==> src/rtl/uart_pkg.sv <==
// Shared baud divisor type, helper and reset-default divisor for the UART tick generator.
// BAUD_FRAC_DIV_EN adds a fractional field to the divisor; without it only the integer part exists.
package uart_pkg;

    localparam longint unsigned DEF_CLOCK = 100000000;
    localparam longint unsigned DEF_BAUD  = 9600;
    localparam longint unsigned DEF_OS    = 16;
    localparam int              DEF_DIV_W = 16;

`ifdef BAUD_FRAC_DIV_EN
    localparam int DEF_FRAC_W = 4;

    typedef struct packed {
        logic [DEF_DIV_W-1:0]  div_int;
        logic [DEF_FRAC_W-1:0] div_frac;
    } baud_div_t;
`else
    localparam int DEF_FRAC_W = 0;

    typedef struct packed {
        logic [DEF_DIV_W-1:0] div_int;
    } baud_div_t;
`endif

    // Result is the packed {int, frac} divisor: the low frac_w bits are the fraction.
    function automatic longint unsigned baud_div(input longint unsigned clock,
                                                 input longint unsigned baud,
                                                 input longint unsigned os,
                                                 input int              frac_w);
        return (clock << frac_w) / (baud * os);
    endfunction

    localparam longint unsigned DEF_SCALED = baud_div(DEF_CLOCK, DEF_BAUD, DEF_OS, DEF_FRAC_W);
    localparam baud_div_t DEF_DIV = DEF_SCALED[$bits(baud_div_t)-1:0];
    localparam logic [DEF_DIV_W-1:0] DEF_INT = DEF_DIV.div_int;
`ifdef BAUD_FRAC_DIV_EN
    localparam logic [DEF_FRAC_W-1:0] DEF_FRAC = DEF_DIV.div_frac;
`endif

endpackage

==> src/rtl/uart_frac_div.sv <==
// Rx tick divider: cycle counter with optional fractional carry accumulator (BAUD_FRAC_DIV_EN).
// wrap is the combinational end-of-period decision; tick_rx is its registered pulse.
module uart_frac_div
    import uart_pkg::*;
#(
    parameter int DIV_W = 16
`ifdef BAUD_FRAC_DIV_EN
    , parameter int FRAC_W = 4
`endif
) (
    input  logic             clk,
    input  logic             rst,
    input  logic             run,
    input  logic [DIV_W-1:0] div_int,
`ifdef BAUD_FRAC_DIV_EN
    input  logic [FRAC_W-1:0] div_frac,
`endif
    output logic             wrap,
    output logic             tick_rx
);

    logic [DIV_W:0]   count;
    logic [DIV_W:0]   period;
    logic [DIV_W:0]   last;
    logic [DIV_W-1:0] eff_int;

    assign eff_int = (div_int == '0) ? DIV_W'(1) : div_int;

`ifdef BAUD_FRAC_DIV_EN
    logic [FRAC_W-1:0] acc;
    logic [FRAC_W:0]   acc_sum;

    assign acc_sum = {1'b0, acc} + {1'b0, div_frac};
    assign period  = {1'b0, eff_int} + {{DIV_W{1'b0}}, acc_sum[FRAC_W]};
`else
    assign period  = {1'b0, eff_int};
`endif

    assign last = period - {{DIV_W{1'b0}}, 1'b1};
    // >= rather than == so a divisor shrinking mid-count cannot strand the counter past the end.
    assign wrap = run && (count >= last);

    always_ff @(posedge clk) begin
        if (rst || !run) begin
            count   <= '0;
            tick_rx <= 1'b0;
`ifdef BAUD_FRAC_DIV_EN
            acc     <= '0;
`endif
        end else if (wrap) begin
            count   <= '0;
            tick_rx <= 1'b1;
`ifdef BAUD_FRAC_DIV_EN
            acc     <= acc_sum[FRAC_W-1:0];
`endif
        end else begin
            count   <= count + {{DIV_W{1'b0}}, 1'b1};
            tick_rx <= 1'b0;
        end
    end

endmodule

==> src/rtl/uart_baud_tick_gen.sv <==
// UART baud tick generator: rx oversample, mid-bit and tx clock-enable ticks from a shadowed divisor.
// Define BAUD_FRAC_DIV_EN to honour div_frac; otherwise the period is max(div_int, 1).
module uart_baud_tick_gen
    import uart_pkg::*;
#(
    parameter int CLOCK      = 100000000,
    parameter int BAUD_RATE  = 9600,
    parameter int OVERSAMPLE = 16,
    parameter int DIV_W      = 16,
    parameter int FRAC_W     = 4
) (
    input  logic                          clk,
    input  logic                          rst,
    input  logic                          en,
    input  logic                          sync,
    input  logic                          div_wr,
    input  logic [DIV_W-1:0]              div_int,
    input  logic [FRAC_W-1:0]             div_frac,
    output logic                          div_pending,
    output logic                          tick_rx,
    output logic                          tick_mid,
    output logic                          tick_tx,
    output logic [$clog2(OVERSAMPLE)-1:0] os_idx
);

    localparam int OS_W = $clog2(OVERSAMPLE);
    localparam logic [OS_W-1:0] OS_LAST = OS_W'(OVERSAMPLE - 1);
    localparam logic [OS_W-1:0] OS_MID  = OS_W'(OVERSAMPLE / 2);

`ifdef BAUD_FRAC_DIV_EN
    localparam longint unsigned RST_SCALED =
        baud_div(64'(CLOCK), 64'(BAUD_RATE), 64'(OVERSAMPLE), FRAC_W);
    localparam logic [DIV_W-1:0]  RST_INT  = RST_SCALED[FRAC_W +: DIV_W];
    localparam logic [FRAC_W-1:0] RST_FRAC = RST_SCALED[FRAC_W-1:0];
`else
    localparam longint unsigned RST_SCALED =
        baud_div(64'(CLOCK), 64'(BAUD_RATE), 64'(OVERSAMPLE), 0);
    localparam logic [DIV_W-1:0]  RST_INT  = RST_SCALED[DIV_W-1:0];
`endif

    logic             run;
    logic             apply;
    logic             wrap;
    logic [DIV_W-1:0] act_int;
    logic [DIV_W-1:0] sh_int;
    logic [OS_W-1:0]  os_nxt;

    assign run    = en & ~sync;
    // tick_tx here is the registered pulse, so the swap lands on the cycle after it.
    assign apply  = div_pending & (tick_tx | ~en | sync);
    assign os_nxt = (os_idx == OS_LAST) ? '0 : os_idx + OS_W'(1);

`ifdef BAUD_FRAC_DIV_EN
    logic [FRAC_W-1:0] act_frac;
    logic [FRAC_W-1:0] sh_frac;
`else
    logic unused_frac;
    assign unused_frac = ^div_frac;
`endif

    always_ff @(posedge clk) begin
        if (rst) begin
            act_int     <= RST_INT;
            sh_int      <= RST_INT;
            div_pending <= 1'b0;
`ifdef BAUD_FRAC_DIV_EN
            act_frac    <= RST_FRAC;
            sh_frac     <= RST_FRAC;
`endif
        end else if (div_wr) begin
            // A write in the same cycle as an apply keeps the newest value pending.
            sh_int      <= div_int;
            div_pending <= 1'b1;
`ifdef BAUD_FRAC_DIV_EN
            sh_frac     <= div_frac;
`endif
        end else if (apply) begin
            act_int     <= sh_int;
            div_pending <= 1'b0;
`ifdef BAUD_FRAC_DIV_EN
            act_frac    <= sh_frac;
`endif
        end
    end

    uart_frac_div #(
        .DIV_W   (DIV_W)
`ifdef BAUD_FRAC_DIV_EN
        , .FRAC_W(FRAC_W)
`endif
    ) u_frac_div (
        .clk     (clk),
        .rst     (rst),
        .run     (run),
        .div_int (act_int),
`ifdef BAUD_FRAC_DIV_EN
        .div_frac(act_frac),
`endif
        .wrap    (wrap),
        .tick_rx (tick_rx)
    );

    always_ff @(posedge clk) begin
        if (rst || !run) begin
            os_idx   <= '0;
            tick_mid <= 1'b0;
            tick_tx  <= 1'b0;
        end else if (wrap) begin
            os_idx   <= os_nxt;
            tick_mid <= (os_nxt == OS_MID);
            tick_tx  <= (os_nxt == OS_LAST);
        end else begin
            tick_mid <= 1'b0;
            tick_tx  <= 1'b0;
        end
    end

endmodule

==> config.mk <==
export PLATFORM = sky130hd
export DESIGN_NAME = uart_baud_tick_gen
export DESIGN_NICKNAME = d
export VERILOG_FILES = /design/src/rtl/uart_pkg.sv /design/src/rtl/uart_frac_div.sv /design/src/rtl/uart_baud_tick_gen.sv
export SDC_FILE = /design/constraint.sdc
export NUM_CORES = 1
export LEC_CHECK = 0
export CAP_MARGIN = 20
export CORE_ASPECT_RATIO = 1.75
export CORE_UTILIZATION = 40
export DETAILED_ROUTE_END_ITERATION = 10
export PLACE_DENSITY = 0.63
export SLEW_MARGIN = 20
export SYNTH_ARGS = -nofsm -noshare
export SYNTH_HDL_FRONTEND = slang
export SYNTH_SLANG_ARGS = --single-unit
==> constraint.sdc <==
create_clock -name clk -period 9.6 [get_ports clk]
set_input_delay 1.92 -clock clk [delete_from_list [all_inputs] [get_ports clk]]
set_output_delay 1.92 -clock clk [all_outputs]
set_load 0.05 [all_outputs]
==> results.md, run 1 <==
Critical path:
- At the worst endpoint, the arrival time is 4.81 ns.
- The worst setup path is launched from a flip-flop.
- Walking the worst path, the cells encountered are nor4_2 -> nand2_1 -> nor4_1 -> nor2_1 -> ha_1 -> nor3b_1 -> nand2_1 -> nor2_1 -> nand2_1 -> xor2_1 -> ha_1 -> nand4_2 -> or4_1 -> o221ai_2 -> or2_1 -> nor2_1.
- The buffers plus inverters on the worst setup path is 0.
- Of all nets on the critical path, the largest fanout is 17.
- The data required time at the worst endpoint is 9.78 ns.
- The slowest stage of the critical path belongs to the cell sky130_fd_sc_hd__or4_1.
- The worst setup path is of the flip-flop to flip-flop kind.
- The cell family contributing the most delay on the critical path is simple AND/OR/NAND/NOR gates.
- On the worst path, the slowest cell contributes a delay of 0.56 ns.
- The critical path endpoint category is a flip-flop.

Pwr:
- The total power density per cell area is 178 mW/mm².
- IR analysis of the VDD net gives a maximum drop of 199 µV.
- The internal portion of the total power is 0.497 mW.
- The logic gate share of total power is 5.4%.
- Of the total power, registers draw 40.1%.
- Summed over all nets, the switching power comes to 0.122 mW.
- Per report_power, the clock group accounts for 54.6% of the total.
- Net switching is 19.7% of the power.
- In this run the static leakage power is 1.38 nW.

Timing:
- The number of endpoints with negative hold slack in the final report is 0.
- The max-slew violation count is 0.
- Of the available clock period, the critical path in the final layout requires 48.2%.
- The worst clock skew is 0.00534 ns.
- The total negative setup slack is 0 ns.
- The worst path in the final design needs a cycle of 4.63 ns, including I/O delays and setup.
- Derived from the worst setup path, the maximum achievable clock frequency is 216 MHz.
- Setup repair after global routing left no endpoint under its margin.
- The worst path meets setup with 4.97 ns of slack.
- Setup violations remaining at the end of the flow were counted as 0.
- The relative max-transition margin is 35.2%.
- The transition time of the tightest slew-check pin is 0.967 ns.

Clock network:
- The count of hold buffers inserted by post-cts repair is 0.
- Clock tree synthesis selected as its root buffer the cell sky130_fd_sc_hd__clkbuf_16.
- Clock latency on the worst-skew pair, taken at its later pin, is 0.32 ns.
- TritonCTS built the clock tree.
- The number of clock buffers added by TritonCTS is 9.
- The number of sinks on the clock net is 57.
- Clock-pin slew was measured on the worst setup and hold paths at 0.05 ns.
- Once the clock tree was built, the resizer swapped 0 gates to a different size.
- After clock tree synthesis, the setup repair step added 0 buffers.
- CTS built an H-tree with a depth of 3.
- The largest buffer count on any clock path is 2.

Yosys:
- The biggest area consumer among synthesized cells is sky130_fd_sc_hd__dfxtp_1.
- The predominant post-synthesis flop cell is sky130_fd_sc_hd__dfxtp_1.
- Of all flip-flops after synthesis, the portion carrying an async set or reset was 0%.
- Each instance of the synthesized netlist takes up on average 8.78 µm².
- The post-synthesis sequential area ratio is 40.8%.
- During synthesis, Yosys emitted a total of 0 warnings.
- Yosys attributes the largest share of cell area to sky130_fd_sc_hd__dfxtp_1, sky130_fd_sc_hd__ha_1, sky130_fd_sc_hd__nand2_1.
- After synthesis the cells add up to 0.00280 mm².
- The share of synthesized area in the top cell type comes to 40.8%.
- The number of cells produced by synthesis is 319.
- The netlist uses 43 different library cells.
- Synthesis inferred 57 register bits.
- The number of flops mapped to enable cells by yosys is 0.
- When the netlist entered floorplanning its net count stood at 365.

Global route:
- After global routing the overflow that remains totals 0.
- The pin count of the biggest net entering global routing is 36.
- The total global routing track utilization is 15.9%.
- The initial antenna violation count was 0.
- The first-pass GRT wire length is 8980 µm.
- The number of global-route vias before repair came to 2,120.

Place:
- Including well taps, the total number of placed cells is 421.
- The setup slack after placement is 4.93 ns.
- Detailed placement finished with a half-perimeter wire length of 3820 µm.
- The weighted congestion reported at the end of routability-driven placement is 0.798.
- The count of input and output buffers is 28.

Cells and area:
- The layout overhead on the synthesized area is 24.0%.
- The most frequent standard cell in the layout excluding fill and tap cells is sky130_fd_sc_hd__dfxtp_1.
- The number of nets in the final layout is 394.
- After the flow finishes, the layout carries non-filler instances totaling 437.
- Of the cells placed in the final design, the portion with a size suffix greater than 1 is 6.80%.
- The repair_antennas step left the layout with diodes totalling 0.
- In the layout the commonest cells are sky130_fd_sc_hd__dfxtp_1, sky130_fd_sc_hd__nand2_1, sky130_fd_sc_hd__nor2_1.
- The utilization of the core after routing is 51.0%.

Routing:
- The iteration-0 DRC count of the detailed router is 59.
- Detailed routing inserted a total of 2,211 vias.
- In the routed layout, each cell is associated on average with a via count of 5.06.
- The aggregate routed wire length is 5170 µm.
- The count of nets left with antenna violations once routing finished came out at 0.
- The first detailed-routing pass took 4 iterations.
- In the routed design, unresolved DRC markers number 0.
- After detailed routing, the average wire length per cell comes to 11.8 µm.

Min path:
- The type of the most critical hold path is flip-flop to flip-flop.

Die:
- The core region is 0.00681 mm².
- After floorplanning, the core was divided into 40 placement rows.
- The die outline area is 0.00735 mm².
- From left edge to right edge, the die measures 65.2 µm.
- The die is 113 µm tall.
- The initial utilization of the core area, before any placement, comes to 41.1%.
- The I/O pin count is 33.

Run:
- The count of maximum capacitance violations is 0.

Status:
- The run finished with clean final reports.
==> Yosys cell counts, types with 2 or more instances <==
cell type,count
sky130_fd_sc_hd__a211oi_1,2
sky130_fd_sc_hd__nand3b_1,6
sky130_fd_sc_hd__buf_6,2
sky130_fd_sc_hd__nor4_1,2
sky130_fd_sc_hd__xor2_1,15
sky130_fd_sc_hd__a31oi_1,2
sky130_fd_sc_hd__ha_1,21
sky130_fd_sc_hd__or3_1,2
sky130_fd_sc_hd__nand4_1,4
sky130_fd_sc_hd__a211o_1,6
sky130_fd_sc_hd__nor2_1,42
sky130_fd_sc_hd__o21ai_0,4
sky130_fd_sc_hd__a21oi_1,20
sky130_fd_sc_hd__xnor2_1,11
sky130_fd_sc_hd__nand2b_1,2
sky130_fd_sc_hd__clkbuf_1,9
sky130_fd_sc_hd__and3_1,6
sky130_fd_sc_hd__dfxtp_1,57
sky130_fd_sc_hd__nand2_1,46
sky130_fd_sc_hd__inv_1,6
sky130_fd_sc_hd__nor3_1,6
sky130_fd_sc_hd__nor3b_1,3
sky130_fd_sc_hd__nand3_1,8
sky130_fd_sc_hd__nor2b_1,7
sky130_fd_sc_hd__mux2i_1,12
==> logic make-up (layout without fill, tap and decap cells) <==
| kind of cell | after synthesis | count (layout) | synth area share (%) |
|---|---|---|---|
| adder cells (fa/ha/maj) | 21 | 21 | 9.38 |
| buffers and inverters | 18 | 52 | 2.95 |
| flip-flops | 57 | 57 | 40.8 |
| XOR/XNOR | 26 | 26 | 8.13 |
| multiplexers | 12 | 12 | 4.29 |
| AO/OA/AOI/OAI | 42 | 42 | 9.83 |
| AND/OR/NAND/NOR | 143 | 143 | 24.7 |
==> layout make-up <==
class / count / area, µm²
Sequential cell: 57 / 1140
Clock buffer: 15 / 298
Tap cell: 84 / 105
Clock inverter: 1 / 30.0
Fill cell: 686 / 3330
Multi-Input combinational cell: 244 / 1580
Inverter: 6 / 22.5
Timing Repair Buffer: 30 / 295
==> stage by stage <==
step | hold WS, ns | instance area [µm²] | total power [mW]
floorplan | 0.427 | 2800 | 0.273
global placement | 0.441 | 3150 | 0.285
detailed placement | 0.447 | 3150 | 0.286
CTS | 0.454 | 3470 | 0.626
global route | 0.471 | 3470 | 0.640
finish | 0.450 | 3470 | 0.619
==> final timing paths <==
| path | slack, ns | start | cells past startpoint | to |
|---|---|---|---|---|
| setup / recovery | 4.97 | act_int[0]$_SDFFE_PP1P_ | 16 | u_frac_div.count[10]$_SDFF_PP0_ |
| hold / removal | 0.45 | sh_int[15]$_SDFFE_PP0P_ | 2 | act_int[15]$_SDFFE_PP0P_ |
| setup reg to reg | 4.97 | act_int[0]$_SDFFE_PP1P_ | 16 | u_frac_div.count[10]$_SDFF_PP0_ |
| hold reg to reg | 0.45 | sh_int[15]$_SDFFE_PP0P_ | 2 | act_int[15]$_SDFFE_PP0P_ |
==> routing by layer <==
metal,vias to the layer above,track usage (%),routed length (µm)
li1,1151,-,-
met1,1020,16.9,2200
met3,10,4.88,169
met5,-,0,0
met4,0,8.26,127
met2,30,27.4,2670
==> flip-flops by register name, indices dropped and copies added (netlist names) <==
signal and flops:
div_pending 1, os_idx 4, u_frac_div.tick_rx 1, tick_mid 1
act_int 16, sh_int 16, tick_tx 1, u_frac_div.count 17
==> worst reg2reg max path, delay by kind of cell (launching register included) <==
family          cells  cell delay, ns
flops               1            0.34
compound gates      1            0.38
simple gates       12            3.14
fa+ha+maj           2            0.54
xor+xnor            1            0.07
==> power by group through the flow <==
| stage | Clock (mW) | Combinational, mW | Sequential (mW) |
|---|---|---|---|
| after floorplan | 0 | 0.0207 | 0.252 |
| after global placement | 0 | 0.0331 | 0.252 |
| after detailed placement | 0 | 0.0338 | 0.252 |
| after CTS | 0.344 | 0.0339 | 0.248 |
| after global routing | 0.354 | 0.0375 | 0.248 |
| final | 0.338 | 0.0334 | 0.248 |
(Power assumes the default switching activity.)
==> run 2: changes to the inputs <==
--- a/config.mk
+++ b/config.mk
@@ -9,7 +9,7 @@
 export CORE_ASPECT_RATIO = 1.75
 export CORE_UTILIZATION = 40
 export DETAILED_ROUTE_END_ITERATION = 10
-export PLACE_DENSITY = 0.63
+export PLACE_DENSITY = 0.66
 export SLEW_MARGIN = 20
 export SYNTH_ARGS = -nofsm -noshare
 export SYNTH_HDL_FRONTEND = slang
==> constraint.sdc (replaced) <==
create_clock -name clk -period 3.9 [get_ports clk]
set_input_delay 0.78 -clock clk [delete_from_list [all_inputs] [get_ports clk]]
set_output_delay 0.78 -clock clk [all_outputs]
set_load 0.05 [all_outputs]
==> run 2 against run 1 <==
Net effect:
- combinational power rose to 2.7 times the previous value
- setup slack got worse by 4.7 ns
- largest power group unchanged
- fmax rose by 27%
- sequential power rose by 150%
==> results.md, run 2 (synthesis results as in run 1) <==
Routing:
- The detailed-route DRC error count is 0 (unchanged).
- The total number of vias is 2,281 (+3.2%).
- The iteration-0 DRC count of the detailed router came to 83 (+41%).
- The wire length per cell is 11.8 µm (-0.21%).
- The number of nets still failing antenna checks after routing is 0 (unchanged).
- The aggregate routed wire length was 5350 µm (+3.4%).
- The via count normalized by instance count is 5.04 (-0.48%).
- The detailed-router iteration count before antenna repair is 4 (unchanged).

Cells and area:
- In the final layout, the registers with the most flip-flops are u_frac_div.count: 17 flops, act_int: 16 flops, sh_int: 16 flops.
- The flip-flop count of the largest register after layout came to 17 (unchanged).
- The final design instance area without fill is 0.00366 mm² (+5.5%).
- Counting flops per register, the top entry is u_frac_div.count.
- The ratio of cells with drive above 1 in the final layout is 13.8% (+7.0 points).
- The antenna diode instance count is 0 (unchanged).
- The number of nets in the final layout came to 411 (+4.3%).
- The count of filler cells inserted in the layout was 662 (-3.5%).
- The most frequent standard cell in the layout excluding fill and tap cells is sky130_fd_sc_hd__dfxtp_1.
- From synthesis to final layout, the design area changed by 30.9%.
- In the layout the commonest cells are sky130_fd_sc_hd__dfxtp_1, sky130_fd_sc_hd__nand2_1, sky130_fd_sc_hd__nor2_1.

Pwr:
- The peak supply drop came to 313 µV (+57%).
- The total power density per cell area is 402 mW/mm² (+130%).
- The leakage power is 1.47 nW (+6.2%).

Critical path:
- The data required time at the worst endpoint is 4.12 ns (-5.66 ns).
- The depth of the most critical reg-to-reg path is 18 (+2).
- The worst setup path is captured at a flip-flop.
- The critical setup path kind is flip-flop to flip-flop.
- The top fanout value on the critical path is 5 (-12).
- The worst setup path is launched from a flip-flop.
- The critical path arrival came to 3.87 ns (-0.94 ns).

Global route:
- The remaining global-route overflow came to 0 (unchanged).
- The initial antenna violation count is 0 (unchanged).
- The first-pass GRT wire length was 9540 µm (+6.1%).
- The total global routing track utilization is 16.9% (+0.96 points).
- The pin count of the biggest net entering global routing is 36 (unchanged).
- The number of global-route vias before repair is 2,266 (+6.9%).

Die:
- The number of rows created at floorplan was 40 (unchanged).
- The effective utilization at floorplan is 41.1% (unchanged).
- The die outline area was 0.00735 mm² (unchanged).
- The I/O pin count is 33 (unchanged).
- The area of the placeable core came to 0.00681 mm² (unchanged).
- The die height was 113 µm (unchanged).
- The die width is 65.2 µm (unchanged).

Timing:
- The upper clock frequency limit is 274 MHz (+27%).
- The number of endpoints with negative hold slack in the final report is 0 (unchanged).
- The worst clock skew is 0.00726 ns (+0.00192 ns).
- The share of the clock period used by the worst path after layout is 93.6% (+45 points).
- The total negative setup slack is 0 ns (unchanged).
- The relative max-transition margin is 66.3% (+31 points).
- The shortest clock period the worst path allows after layout is 3.65 ns (-0.976 ns).
- The worst-case hold slack is 0.451 ns (+0.00112 ns).
- The setup-violating endpoint count in the final report is 0 (unchanged).
- The transition time of the tightest slew-check pin came to 0.504 ns (-0.463 ns).
- The max-slew violation count is 0 (unchanged).

Clock network:
- The number of sinks on the clock net is 57 (unchanged).
- The CTS buffer count was 9 (unchanged).
- The clock-pin slew on the worst setup and hold paths is 0.05 ns (about the same).
- The clock latency of the later-clocked register in the worst-skew pair was 0.33 ns (about the same).
- The largest buffer count on any clock path was 2 (unchanged).
- The maximum level of the CTS H-tree is 3 (unchanged).
- TritonCTS built the clock tree.
- Clock tree synthesis selected as its root buffer the cell sky130_fd_sc_hd__clkbuf_16.

Run:
- The count of maximum capacitance violations came to 0 (unchanged).

Status:
- The run finished with clean final reports.

Place:
- The weighted congestion reported at the end of routability-driven placement was 0.825 (+3.4%).
- The post-detailed-placement cell area is 0.00328 mm² (+4.2%).
- The post-detailed-placement half-perimeter wirelength is 3860 µm (+0.90%).
- The count of input and output buffers came to 28 (unchanged).

Min path:
- The type of the most critical hold path is flip-flop to flip-flop.
- The number of cells traversed by the worst hold path is 2 (unchanged).
-- run 2: changes by cell type in the layout (fill, tap and decap cells not counted), sizes merged --
cell and delta:
clkinv +2, buf +17, clkbuf -3
-- run 2: power breakdown --
part	internal (mW)	leakage [nW]	switching, mW
Clock	0.521	0.148	0.250
Combinational	0.0490	0.854	0.0414
Sequential	0.600	0.464	0.0115
Total	1.17	1.47	0.303
-- run 2: final cells by class --
type                       instances  area (µm²)  share of cell area, %
sequential                        57        1140                   31.2
inverter                           6        22.5                  0.615
clock buffer                      12         256                   7.00
timing repair buffer              47         439                   12.0
clock inverter                     3        40.0                   1.09
tap                               84         105                   2.87
multi-input combinational        244        1660                   45.3
-- run 2: critical path: stages (launching register included) --
cell and delay (ns):
sky130_fd_sc_hd__dfxtp_2 0.35, sky130_fd_sc_hd__nor4_4 0.32, sky130_fd_sc_hd__nand2_1 0.14, sky130_fd_sc_hd__nor4_2 0.19
sky130_fd_sc_hd__buf_4 0.17, sky130_fd_sc_hd__nor2_2 0.04, sky130_fd_sc_hd__ha_2 0.19, sky130_fd_sc_hd__nor3b_4 0.16
sky130_fd_sc_hd__nand2_2 0.10, sky130_fd_sc_hd__nor2_2 0.05, sky130_fd_sc_hd__nand2_1 0.07, sky130_fd_sc_hd__xor2_1 0.06
sky130_fd_sc_hd__ha_1 0.30, sky130_fd_sc_hd__nand4_2 0.14, sky130_fd_sc_hd__or4_4 0.58, sky130_fd_sc_hd__o221ai_4 0.24
sky130_fd_sc_hd__buf_6 0.16, sky130_fd_sc_hd__a21oi_1 0.06, sky130_fd_sc_hd__a31o_2 0.21
-- run 2: layer usage --
metal / track usage (%) / vias to the layer above / share of wire [%]
met3: 3.46 / 11 / 2.2
met1: 17.1 / 1052 / 41
met2: 29.8 / 27 / 54
li1: - / 1191 / -
met4: 11.7 / 0 / 3.3
met5: 0 / - / 0
-- run 2: through the flow --
step                cells  util (%)  setup WS [ns]  total power, mW
floorplan             319         -          0.170            0.672
global placement      437      48.2         0.0291            0.707
detailed placement    437      48.2        0.00319            0.710
CTS                   452      52.8        0.00677             1.49
global route          453      53.8       -0.00883             1.52
finish                453      53.8          0.248             1.47
-- run 2: timing repair --
item                                    in CTS  in global routing
setup buffers                                0                  1
hold buffers                                 0                  0
cloned                                       0                  0
endpoints found under the setup margin       1                 23
pin swaps                                    0                  3
resized for setup                            3                 13
-- run 2: worst paths after layout --
check                                from  slack (ns)                 endpoint
setup / recovery  act_int[3]$_SDFFE_PP1P_        0.25   os_idx[2]$_SDFFE_PP0P_
hold / removal     sh_int[6]$_SDFFE_PP0P_        0.45  act_int[6]$_SDFFE_PP0P_
setup reg to reg  act_int[3]$_SDFFE_PP1P_        0.25   os_idx[2]$_SDFFE_PP0P_
hold reg to reg    sh_int[6]$_SDFFE_PP0P_        0.45  act_int[6]$_SDFFE_PP0P_
==> run 3: changes to the inputs <==
--- a/config.mk
+++ b/config.mk
@@ -8,6 +8,7 @@
 export CAP_MARGIN = 20
 export CORE_ASPECT_RATIO = 1.75
 export CORE_UTILIZATION = 40
+export CTS_CLUSTER_SIZE = 8
 export DETAILED_ROUTE_END_ITERATION = 10
 export PLACE_DENSITY = 0.66
 export SLEW_MARGIN = 20
==> results of run 3 <==
Final layout, timing and power as in run 2 (identical DEF).
